===== config.mk =====
export PLATFORM = sky130hd
export DESIGN_NAME = fetch_branch_unit_flat
export DESIGN_NICKNAME = d
export VERILOG_FILES = /design/src/rtl/fetch_branch_unit_if.sv /design/src/rtl/fetch_branch_unit.sv /design/src/flat_wrapper.sv
export SDC_FILE = /design/constraint.sdc
export NUM_CORES = 1
export LEC_CHECK = 0
export BUFFER_PORTS_ARGS = -buffer_cell sky130_fd_sc_hd__buf_2
export CAP_MARGIN = 20
export CORE_MARGIN = 5
export CORE_UTILIZATION = 41
export DETAILED_ROUTE_END_ITERATION = 6
export PLACE_DENSITY = 0.76
export SETUP_SLACK_MARGIN = 0.5
export SLEW_MARGIN = 25
export SYNTH_ARGS = -nofsm -noshare
export SYNTH_HDL_FRONTEND = slang
export SYNTH_SLANG_ARGS = --single-unit

===== constraint.sdc =====
create_clock -name CLK -period 2.56 [get_ports CLK]
set_input_delay 0.128 -clock CLK [delete_from_list [all_inputs] [get_ports CLK]]
set_output_delay 0.128 -clock CLK [all_outputs]
set_load 0.01 [all_outputs]

===== src/rtl/fetch_branch_unit_if.sv =====
// Controller strobes, ALU/register-file inputs, memory bus and debug/decode
// outputs of the fetch/branch unit, bundled as one interface.
interface fetch_branch_unit_if;
    logic        IRWrite;
    logic        PCWrite;
    logic        PCSrc;
    logic        Branch;
    logic [1:0]  BranchType;
    logic        IoD;
    logic        MemR;
    logic        MemW;
    logic [15:0] alu_result;
    logic        alu_zero;
    logic        alu_neg;
    logic [15:0] b_data;
    logic [15:0] mem_rdata;

    logic [15:0] mem_addr;
    logic [15:0] mem_wdata;
    logic        mem_rd;
    logic        mem_wr;
    logic [15:0] pc_q;
    logic [15:0] ir_q;
    logic [15:0] alu_out_q;
    logic [15:0] mdr_q;
    logic [6:0]  ctrl_field;
    logic [2:0]  rd_addr;
    logic [2:0]  rs1_addr;
    logic [2:0]  rs2_addr;
    logic [15:0] imm6_sext;
    logic [15:0] imm9_sext;
    logic        branch_taken;
    logic [15:0] retired_cnt;
    logic [15:0] cycle_cnt;
    logic        misalign;

    // Unit side: consumes strobes and operands, produces bus and decode.
    modport slave (
        input  IRWrite, PCWrite, PCSrc, Branch, BranchType, IoD, MemR, MemW,
        input  alu_result, alu_zero, alu_neg, b_data, mem_rdata,
        output mem_addr, mem_wdata, mem_rd, mem_wr,
        output pc_q, ir_q, alu_out_q, mdr_q, ctrl_field,
        output rd_addr, rs1_addr, rs2_addr, imm6_sext, imm9_sext,
        output branch_taken, retired_cnt, cycle_cnt, misalign
    );

    // Controller/datapath side.
    modport master (
        output IRWrite, PCWrite, PCSrc, Branch, BranchType, IoD, MemR, MemW,
        output alu_result, alu_zero, alu_neg, b_data, mem_rdata,
        input  mem_addr, mem_wdata, mem_rd, mem_wr,
        input  pc_q, ir_q, alu_out_q, mdr_q, ctrl_field,
        input  rd_addr, rs1_addr, rs2_addr, imm6_sext, imm9_sext,
        input  branch_taken, retired_cnt, cycle_cnt, misalign
    );
endinterface


===== src/rtl/fetch_branch_unit.sv =====
// PC / IR / ALUOut / MDR state of the 16-bit multi-cycle core, with branch
// resolution, memory address muxing, instruction decode and debug counters.
module fetch_branch_unit #(
    parameter logic [15:0] RESET_PC = 16'h0000,
    parameter int          PC_STEP  = 2
) (
    input  logic              CLK,
    input  logic              Reset,
    fetch_branch_unit_if.slave bus
);

    // Low address bits that must be clear for an aligned PC.
    localparam logic [15:0] ALIGN_MASK = 16'(PC_STEP - 1);

    logic [15:0] pc_r;
    logic [15:0] ir_r;
    logic [15:0] alu_out_r;
    logic [15:0] mdr_r;
    logic [15:0] retired_r;
    logic [15:0] cycle_r;
    logic        branch_taken_r;
    logic        misalign_r;

    logic        cond_s;
    logic        pc_load_s;
    logic [15:0] pc_next_s;
    logic [15:0] mem_addr_s;

    function automatic logic branch_cond(input logic [1:0] btype,
                                         input logic       zero,
                                         input logic       neg);
        logic c;
        c = 1'b0;
        case (btype)
            2'b00:   c = zero;
            2'b01:   c = ~zero;
            2'b10:   c = neg;
            2'b11:   c = ~neg;
            default: c = 1'b0;
        endcase
        return c;
    endfunction

    // Branch condition, PC write enable and PC source selection.
    always_comb begin
        cond_s    = branch_cond(bus.BranchType, bus.alu_zero, bus.alu_neg);
        pc_load_s = bus.PCWrite & (~bus.Branch | cond_s);
        if (bus.PCSrc) begin
            pc_next_s = alu_out_r;
        end else begin
            pc_next_s = bus.alu_result;
        end
    end

    // Memory address: instruction fetch from PC, data access via ALUOut.
    always_comb begin
        if (bus.IoD) begin
            mem_addr_s = alu_out_r;
        end else begin
            mem_addr_s = pc_r;
        end
    end

    // PC, sticky misalignment flag and last branch outcome.
    always_ff @(posedge CLK or posedge Reset) begin
        if (Reset) begin
            pc_r           <= RESET_PC;
            misalign_r     <= 1'b0;
            branch_taken_r <= 1'b0;
        end else begin
            if (pc_load_s) begin
                pc_r <= pc_next_s;
                if ((pc_next_s & ALIGN_MASK) != 16'h0000) begin
                    misalign_r <= 1'b1;
                end
            end
            if (bus.Branch & bus.PCWrite) begin
                branch_taken_r <= cond_s;
            end
        end
    end

    // IR with retired count, MDR and the free-running ALUOut register.
    always_ff @(posedge CLK or posedge Reset) begin
        if (Reset) begin
            ir_r      <= 16'h0000;
            retired_r <= 16'h0000;
            mdr_r     <= 16'h0000;
            alu_out_r <= 16'h0000;
        end else begin
            alu_out_r <= bus.alu_result;
            if (bus.IRWrite) begin
                ir_r      <= bus.mem_rdata;
                retired_r <= retired_r + 16'h0001;
            end
            if (bus.MemR) begin
                mdr_r <= bus.mem_rdata;
            end
        end
    end

    // Cycle counter, wraps at 16 bits.
    always_ff @(posedge CLK or posedge Reset) begin
        if (Reset) begin
            cycle_r <= 16'h0000;
        end else begin
            cycle_r <= cycle_r + 16'h0001;
        end
    end

    assign bus.mem_addr     = mem_addr_s;
    assign bus.mem_wdata    = bus.b_data;
    assign bus.mem_rd       = bus.MemR;
    assign bus.mem_wr       = bus.MemW;
    assign bus.pc_q         = pc_r;
    assign bus.ir_q         = ir_r;
    assign bus.alu_out_q    = alu_out_r;
    assign bus.mdr_q        = mdr_r;
    assign bus.branch_taken = branch_taken_r;
    assign bus.retired_cnt  = retired_r;
    assign bus.cycle_cnt    = cycle_r;
    assign bus.misalign     = misalign_r;

    // Decode straight out of IR; stable between IR loads.
    assign bus.ctrl_field = ir_r[6:0];
    assign bus.rd_addr    = ir_r[9:7];
    assign bus.rs1_addr   = ir_r[12:10];
    assign bus.rs2_addr   = ir_r[15:13];
    assign bus.imm6_sext  = {{10{ir_r[15]}}, ir_r[15:10]};
    assign bus.imm9_sext  = {{7{ir_r[15]}}, ir_r[15:7]};

endmodule


===== src/flat_wrapper.sv =====
// flat-port wrapper written by rule: the top's interface ports become plain ports
module fetch_branch_unit_flat 
#(
    parameter logic [15:0] RESET_PC = 16'h0000,
    parameter int          PC_STEP  = 2
)
  (CLK, Reset, bus_IRWrite, bus_PCWrite, bus_PCSrc, bus_Branch, bus_BranchType, bus_IoD, bus_MemR, bus_MemW, bus_alu_result, bus_alu_zero, bus_alu_neg, bus_b_data, bus_mem_rdata, bus_mem_addr, bus_mem_wdata, bus_mem_rd, bus_mem_wr, bus_pc_q, bus_ir_q, bus_alu_out_q, bus_mdr_q, bus_ctrl_field, bus_rd_addr, bus_rs1_addr, bus_rs2_addr, bus_imm6_sext, bus_imm9_sext, bus_branch_taken, bus_retired_cnt, bus_cycle_cnt, bus_misalign);
  fetch_branch_unit_if bus_i ();
  input  logic CLK;
  input  logic Reset;
  input wire logic [$bits(bus_i.IRWrite)-1:0] bus_IRWrite;
  input wire logic [$bits(bus_i.PCWrite)-1:0] bus_PCWrite;
  input wire logic [$bits(bus_i.PCSrc)-1:0] bus_PCSrc;
  input wire logic [$bits(bus_i.Branch)-1:0] bus_Branch;
  input wire logic [$bits(bus_i.BranchType)-1:0] bus_BranchType;
  input wire logic [$bits(bus_i.IoD)-1:0] bus_IoD;
  input wire logic [$bits(bus_i.MemR)-1:0] bus_MemR;
  input wire logic [$bits(bus_i.MemW)-1:0] bus_MemW;
  input wire logic [$bits(bus_i.alu_result)-1:0] bus_alu_result;
  input wire logic [$bits(bus_i.alu_zero)-1:0] bus_alu_zero;
  input wire logic [$bits(bus_i.alu_neg)-1:0] bus_alu_neg;
  input wire logic [$bits(bus_i.b_data)-1:0] bus_b_data;
  input wire logic [$bits(bus_i.mem_rdata)-1:0] bus_mem_rdata;
  output wire logic [$bits(bus_i.mem_addr)-1:0] bus_mem_addr;
  output wire logic [$bits(bus_i.mem_wdata)-1:0] bus_mem_wdata;
  output wire logic [$bits(bus_i.mem_rd)-1:0] bus_mem_rd;
  output wire logic [$bits(bus_i.mem_wr)-1:0] bus_mem_wr;
  output wire logic [$bits(bus_i.pc_q)-1:0] bus_pc_q;
  output wire logic [$bits(bus_i.ir_q)-1:0] bus_ir_q;
  output wire logic [$bits(bus_i.alu_out_q)-1:0] bus_alu_out_q;
  output wire logic [$bits(bus_i.mdr_q)-1:0] bus_mdr_q;
  output wire logic [$bits(bus_i.ctrl_field)-1:0] bus_ctrl_field;
  output wire logic [$bits(bus_i.rd_addr)-1:0] bus_rd_addr;
  output wire logic [$bits(bus_i.rs1_addr)-1:0] bus_rs1_addr;
  output wire logic [$bits(bus_i.rs2_addr)-1:0] bus_rs2_addr;
  output wire logic [$bits(bus_i.imm6_sext)-1:0] bus_imm6_sext;
  output wire logic [$bits(bus_i.imm9_sext)-1:0] bus_imm9_sext;
  output wire logic [$bits(bus_i.branch_taken)-1:0] bus_branch_taken;
  output wire logic [$bits(bus_i.retired_cnt)-1:0] bus_retired_cnt;
  output wire logic [$bits(bus_i.cycle_cnt)-1:0] bus_cycle_cnt;
  output wire logic [$bits(bus_i.misalign)-1:0] bus_misalign;
  assign bus_i.IRWrite = bus_IRWrite;
  assign bus_i.PCWrite = bus_PCWrite;
  assign bus_i.PCSrc = bus_PCSrc;
  assign bus_i.Branch = bus_Branch;
  assign bus_i.BranchType = bus_BranchType;
  assign bus_i.IoD = bus_IoD;
  assign bus_i.MemR = bus_MemR;
  assign bus_i.MemW = bus_MemW;
  assign bus_i.alu_result = bus_alu_result;
  assign bus_i.alu_zero = bus_alu_zero;
  assign bus_i.alu_neg = bus_alu_neg;
  assign bus_i.b_data = bus_b_data;
  assign bus_i.mem_rdata = bus_mem_rdata;
  assign bus_mem_addr = bus_i.mem_addr;
  assign bus_mem_wdata = bus_i.mem_wdata;
  assign bus_mem_rd = bus_i.mem_rd;
  assign bus_mem_wr = bus_i.mem_wr;
  assign bus_pc_q = bus_i.pc_q;
  assign bus_ir_q = bus_i.ir_q;
  assign bus_alu_out_q = bus_i.alu_out_q;
  assign bus_mdr_q = bus_i.mdr_q;
  assign bus_ctrl_field = bus_i.ctrl_field;
  assign bus_rd_addr = bus_i.rd_addr;
  assign bus_rs1_addr = bus_i.rs1_addr;
  assign bus_rs2_addr = bus_i.rs2_addr;
  assign bus_imm6_sext = bus_i.imm6_sext;
  assign bus_imm9_sext = bus_i.imm9_sext;
  assign bus_branch_taken = bus_i.branch_taken;
  assign bus_retired_cnt = bus_i.retired_cnt;
  assign bus_cycle_cnt = bus_i.cycle_cnt;
  assign bus_misalign = bus_i.misalign;
  fetch_branch_unit #(.RESET_PC(RESET_PC), .PC_STEP(PC_STEP)) u_core (.CLK(CLK), .Reset(Reset), .bus(bus_i));
endmodule

==> impl_results.md, run 1 <==
- Clock Power Share: 26.3%
- Crit end category: flip-flop
- HPWL Detailed: 7.78 mm
- Non-filler cells, final: 671
- Fin. Hold Viols: 0
- Net Sw Frac: 29.6%
- Die W: 115 um
- Nets: 591
- Postcts setup bufs: 0
- Seq/Total Area, Yosys: 54.4%
- Post-CTS Resized: 0
- H-tree levels: 3
- Fill cells: 941
- Switching Power: 1.08 mW
- DP Area: 5190 sq um
- Final setup margin: 0.977 ns
- Ys Warns: 0
- RSZ-0062 raised after global routing: no
- Crit start category: flip-flop
- Worst EP required: 2.84 ns
- CTS Hold Bufs: 23
- Post-route cell area: 5600 sq um
- Power Density: 651 nW/um^2
- Leak Pwr: 2.83 nW
- Worst Tran Pin Value: 0.623 ns
- Gr ovfl total: 0
- Min Clock Period, post-route: 1.58 ns
- Min-Delay Path Class: input port to flip-flop
- Crit path kind: flip-flop to flip-flop
- Final Max Slew Viols: 0
- Number of global-route vias before repair: 3338
- Maximum clock rate: 632 MHz
- Skew final: 0.0132 ns
- Most frequent cell after synthesis: dfrtp_1
- FFs w/ async S/R, synth: 100%
- Seq pwr share: 51.4%
- Syn Nets: 430
- Via count: 3232
- CTS tree: built
- Top cells by count, synth: dfrtp_1 (98), buf_4 (66), mux2_2 (50), a21oi_1 (30)
- Initial core utilization: 41.8%
- Post-synth EDFFs: 0
- Placed cells: 634
- Int Pwr: 2.57 mW
- Fin crit share: 61.8%
- Setup tns final: 0 ns
- Row cnt: 38
- Cells after Synth: 367
- Setup-failing EPs final: 0
- Relative slew margins: 58.4%
- Maxcap violations: 0
- Clk pin slew, worst setup/hold paths: 0.09 ns
- Gr usage total: 15.8%
- Crit-path cells: nand4_2 -> or3_4 -> nor4_4 -> xor2_1
- Worst-path fanout max: 6
- Critical Path Max Stage Delay: 0.46 ns
- DR DRC count: 0
- Dpl ws: 0.649 ns
- Comb pwr share: 22.3%
- Crit path max-delay cell type: dfrtp_1
- Root Buffer: clkbuf_8
- Post-route ant nets: 0
- Clock Latency Late Sink: 0.35 ns
- Drt total wl: 10.6 mm
- DRT iter0 DRCs: 108
- Full die area: 13200 sq um
- Cell Area, Synth: 4510 sq um
- CP delay by family, top: simple AND/OR/NAND/NOR gates
- IO buf count: 206
- Synth-to-Final Area Change: 24.2%
- Worst vdd ir: 0.000275 V
- Diodes inserted: 0
- Flops & latches, synth: 98
- CP bufs+invs: 0
- Num CTS Buffers: 9
- Die Ht: 115 um
- Worst path arrival time: 1.87 ns
- Antenna violations before repair: 0
- Core Region: 10800 sq um
- Layout cells sized above 1: 51.8%
- DR WL/cell: 15.8 um
- Clk buf depth: 2
- DR vias/cell: 4.82
- Register area: 2450 sq um
- Outcome: finished clean
- Leading area contributor after synthesis: dfrtp_1
- Power Total: 3.65 mW
- Clock sink count: 98
- Synth cell types: 29
- Gpl congestion: 0.784
- Post-synth top area share: 54.4%
- Primary FF master, synth: dfrtp_1
- Footprint of the multi-input gates: 1490 sq um
- IO Pins: 241
- Average size of a mapped cell: 12.3 sq um
- Dominant cells by area after synthesis: dfrtp_1 (54%), mux2_2 (12%), buf_4 (11%)
- First-pass GRT wire length: 16.8 mm
- First-pass DRT Iterations: 4
- Pin count of the biggest net entering global routing: 99
-- kinds of logic (layout without fill, tap and decap cells) --
kind of cell / Yosys count / in the layout / share of synthesized area, %
AOI/OAI and AO/OA: 32 / 32 / 3.61
and+or+nand+nor: 53 / 53 / 6.44
muxes: 68 / 68 / 16.6
DFF: 98 / 98 / 54.4
adders and majority gates: 2 / 2 / 0.555
xor gates and xnor gates: 30 / 30 / 5.83
buffers and inverters: 84 / 248 / 12.6
-- area by class of cell --
type / instances / area share [%]
clock buffer: 12 / 2.59
clock inverter: 2 / 0.692
inverter: 4 / 0.335
multi-input combinational: 185 / 26.6
sequential: 98 / 43.8
tap: 140 / 3.13
timing repair buffer: 230 / 22.9
-- flip-flops by register name (all words and copies together) (netlist names) --
| signal | cells |
|---|---|
| u_core.bus.alu_out_q | 16 |
| u_core.bus.branch_taken | 1 |
| u_core.bus.cycle_cnt | 16 |
| u_core.bus.ir_q | 16 |
| u_core.bus.mdr_q | 16 |
| u_core.bus.misalign | 1 |
| u_core.bus.pc_q | 16 |
| u_core.bus.retired_cnt | 16 |
-- metrics by stage --
step                util [%]  hold slack (ns)
floorplan                  -            0.159
global route            51.9          0.00878
detailed placement      48.1            0.253
finish                  51.9           0.0263
CTS                     51.9         0.000671
global placement        48.1            0.250
-- power by group through the flow --
stage / clock network, mW / logic, mW / registers [mW]
after floorplan: 0 / 0.481 / 1.96
after detailed placement: 0 / 0.800 / 1.91
final: 0.959 / 0.811 / 1.88
after CTS: 1.00 / 0.829 / 1.88
after global routing: 1.07 / 0.887 / 1.91
after global placement: 0 / 0.783 / 1.89
-- worst paths after layout --
kind | slack, ns | start | end | cells after the start
min in group asynchronous | 0.48 | Reset | u_core.bus.cycle_cnt[13] | 4
worst max register to register | 0.98 | u_core.bus.retired_cnt[3] | u_core.bus.retired_cnt[15] | 4
worst max-delay path | 0.98 | u_core.bus.retired_cnt[3] | u_core.bus.retired_cnt[15] | 4
worst min register to register | 0.47 | u_core.bus.retired_cnt[15] | u_core.bus.retired_cnt[15] | 1
worst min-delay path | 0.03 | bus_mem_rdata[8] | u_core.bus.mdr_q[8] | 2
max in group asynchronous | 1.69 | Reset | u_core.bus.retired_cnt[10] | 4
-- cells in the final DEF (no fill, tap or decap) --
| cell type | count |
|---|---|
| ha_1 | 2 |
| mux2_4 | 1 |
| nand3_1 | 8 |
| nand4_4 | 1 |
| or3_4 | 1 |
| mux2i_1 | 16 |
| dlygate4sd3_1 | 23 |
| xor2_1 | 15 |
| nand2b_1 | 1 |
| mux2_1 | 1 |
| clkinvlp_4 | 1 |
| nand2_1 | 16 |
| bufinv_16 | 1 |
| clkbuf_1 | 2 |
| clkbuf_8 | 10 |
| dfrtp_1 | 98 |
| buf_2 | 206 |
| and3_1 | 2 |
| a21o_1 | 1 |
| nand4_1 | 5 |
| nor4_1 | 1 |
| a21oi_1 | 30 |
| xnor2_1 | 15 |
| nor2_1 | 11 |
| inv_1 | 3 |
| and2_1 | 1 |
| o21ai_0 | 1 |
| nor3_1 | 4 |
| clkinv_4 | 1 |
| buf_12 | 1 |
| nand4_2 | 1 |
| mux2_2 | 50 |
| nor4_4 | 1 |
-- layer usage --
layer  vias to the layer above  routed length [um]  GRT usage (%)
li1                       1492                   -              -
met1                      1576                4000           18.6
met2                       141                5480           27.9
met3                        23                 922           3.37
met4                         0                 221           6.49
met5                         -                   0              0
(Power assumes the default switching activity.)
==> run 2, diff against run 1 <==
CORE_UTILIZATION = 45   (was 41)
PLACE_DENSITY = 0.79   (was 0.76)
clock period = 1.5 ns   (was 2.56 ns; I/O delays follow)
==> impl_results.md, run 2 (synthesis gave the netlist of run 1 again) <==
- Outcome: finished clean (unchanged)
- Crit start category: flip-flop (unchanged)
- Worst vdd ir: 0.000656 V (was 0.000275 V)
- DR DRC count: 0 (unchanged)
- Non-filler cells, final: 806 (was 671)
- Setup tns final: 0 ns (unchanged)
- Setup-failing EPs final: 0 (unchanged)
- Number of global-route vias before repair: 4213 (was 3338)
- Leak Pwr: 3.95 nW (was 2.83 nW)
- RSZ-0062 raised after global routing: yes (was no)
- Worst path arrival time: 1.70 ns (was 1.87 ns)
- Maximum clock rate: 700 MHz (was 632 MHz)
- DR WL/cell: 22.7 um (was 15.8 um)
- Post-route ant nets: 0 (unchanged)
- Hold Slack: 0.143 ns (was 0.0263 ns)
- Drt total wl: 18.3 mm (was 10.6 mm)
- Net Sw Frac: 30.3% (was 29.6%)
- Power Total: 8.44 mW (was 3.65 mW)
- Clock Latency Late Sink: 0.36 ns (was 0.35 ns)
- DR vias/cell: 5.26 (was 4.82)
- Clk pin slew, worst setup/hold paths: 0.11 ns (was 0.09 ns)
- First-pass GRT wire length: 22.1 mm (was 16.8 mm)
- DRT iter0 DRCs: 215 (was 108)
- Gpl congestion: 0.784 (about the same)
- Gr ovfl total: 0 (unchanged)
- Core Region: 9770 sq um (was 10800 sq um)
- Maxcap violations: 0 (unchanged)
- Most frequent cells in the layout: buf_6 (182), buf_2 (102), dfrtp_1 (83), buf_4 (51), mux2_2 (40) (was buf_2 (206), dfrtp_1 (98), mux2_2 (50), a21oi_1 (30), dlygate4sd3_1 (23))
- Min Clock Period, post-route: 1.43 ns (was 1.58 ns)
- Skew final: 0.0122 ns (was 0.0132 ns)
- Crit path kind: flip-flop to flip-flop (unchanged)
- Comb pwr share: 35.9% (was 22.3%)
- Fin. Hold Viols: 0 (unchanged)
- Switching Power: 2.55 mW (was 1.08 mW)
- Placed cells: 635 (was 634)
- Full die area: 12100 sq um (was 13200 sq um)
- Min-Delay Path Class: input port to flip-flop (unchanged)
- Root Buffer: clkbuf_8 (unchanged)
- Nets: 731 (was 591)
- Final Max Slew Viols: 0 (unchanged)
- Worst Tran Pin Value: 0.482 ns (was 0.623 ns)
- Clock sink count: 98 (unchanged)
- Initial core utilization: 46.1% (was 41.8%)
- Worst-path fanout max: 4 (was 6)
- Gr usage total: 23.9% (was 15.8%)
- CTS tree: built (unchanged)
- H-tree levels: 3 (unchanged)
- Clk buf depth: 2 (unchanged)
- Synth-to-Final Area Change: 79.6% (was 24.2%)
- Pin count of the biggest net entering global routing: 74 (was 99)
- Diodes inserted: 0 (unchanged)
- Crit end category: flip-flop (unchanged)
- Relative slew margins: 67.9% (was 58.4%)
- Num CTS Buffers: 9 (unchanged)
- Die W: 110 um (was 115 um)
- Most common cell after layout, fill and taps aside: buf_6 (was buf_2)
- Clock Power Share: 25.7% (was 26.3%)
- Power Density: 1040 nW/um^2 (was 651 nW/um^2)
- Layout cells sized above 1: 71.6% (was 51.8%)
- Fin crit share: 95.2% (was 61.8%)
- IO Pins: 241 (unchanged)
- Antenna violations before repair: 0 (unchanged)
- IO buf count: 206 (unchanged)
- Seq pwr share: 38.5% (was 51.4%)
- First-pass DRT Iterations: 4 (unchanged)
- Int Pwr: 5.89 mW (was 2.57 mW)
- Row cnt: 36 (was 38)
- Die Ht: 110 um (was 115 um)
- Via count: 4242 (was 3232)
- Worst EP required: 1.77 ns (was 2.84 ns)
- HPWL Detailed: 8.15 mm (was 7.78 mm)
## run 2: cell count changes in the layout (fill, tap and decap cells not counted), moves of 19 or more
cell	before	now
a21oi_1	30	10
a21oi_2	0	19
buf_2	206	102
buf_4	0	51
buf_6	0	182
## run 2: layout make-up
type / count / area (sq um)
clock buffers: 12 / 155
clock inverters: 4 / 98.8
fillers: 443 / 1680
inverters: 4 / 18.8
multi-input cells: 185 / 1890
flip-flops and latches: 98 / 2470
well taps: 133 / 166
repair buffers: 370 / 3300
## run 2: power groups by stage
| stage | combinational, mW | clock (mW) | sequential (mW) |
|---|---|---|---|
| 6_report | 3.03 | 2.17 | 3.25 |
| 3_5_place_dp | 1.47 | 0 | 3.28 |
| 2_1_floorplan | 0.914 | 0 | 3.38 |
| 5_1_grt | 3.17 | 2.30 | 3.28 |
| 4_1_cts | 2.38 | 2.15 | 3.19 |
| 3_3_place_gp | 1.43 | 0 | 3.27 |
## run 2: path summary, 6_finish.rpt
| path | start | to | slack [ns] | cells after the start |
|---|---|---|---|---|
| worst max-delay path | u_core.bus.retired_cnt[4] | u_core.bus.retired_cnt[9] | 0.07 | 5 |
| worst min-delay path | bus_BranchType[0] | u_core.bus.branch_taken | 0.14 | 3 |
| worst max register to register | u_core.bus.retired_cnt[4] | u_core.bus.retired_cnt[9] | 0.07 | 5 |
| worst min register to register | u_core.bus.retired_cnt[15] | u_core.bus.retired_cnt[15] | 0.48 | 1 |
| max in group asynchronous | Reset | u_core.bus.retired_cnt[0] | 0.62 | 4 |
| min in group asynchronous | Reset | u_core.bus.cycle_cnt[11] | 0.22 | 3 |
## run 2: timing repair
item	4_1_cts	5_1_grt
resized for setup	122	129
cloned	1	1
hold endpoints to repair	145	0
setup buffers	70	49
pin swaps	23	23
setup endpoints to repair	143	186
hold buffers	34	0
## run 2: metal layers
metal	global-route usage [%]	part of all wire [%]
met5	0	0
met4	10.4	5.0
met3	5.88	8.2
met2	46.4	53
met1	23.8	33
## run 2: stage by stage
stage	cell area (sq um)	utilization, %	setup WS, ns
floorplan	4760	-	0.162
global placement	5450	55.7	0.118
detailed placement	5450	55.7	0.106
CTS	7180	73.4	0.186
global route	8100	82.9	0.0477
finish	8100	82.9	0.0719
## run 2: critical path, cell delays in order, from the launching register on
cell     delay, ns
dfrtp_2       0.43
nand4_4       0.12
buf_4         0.16
buf_6         0.13
nor3_1        0.30
xor2_1        0.21
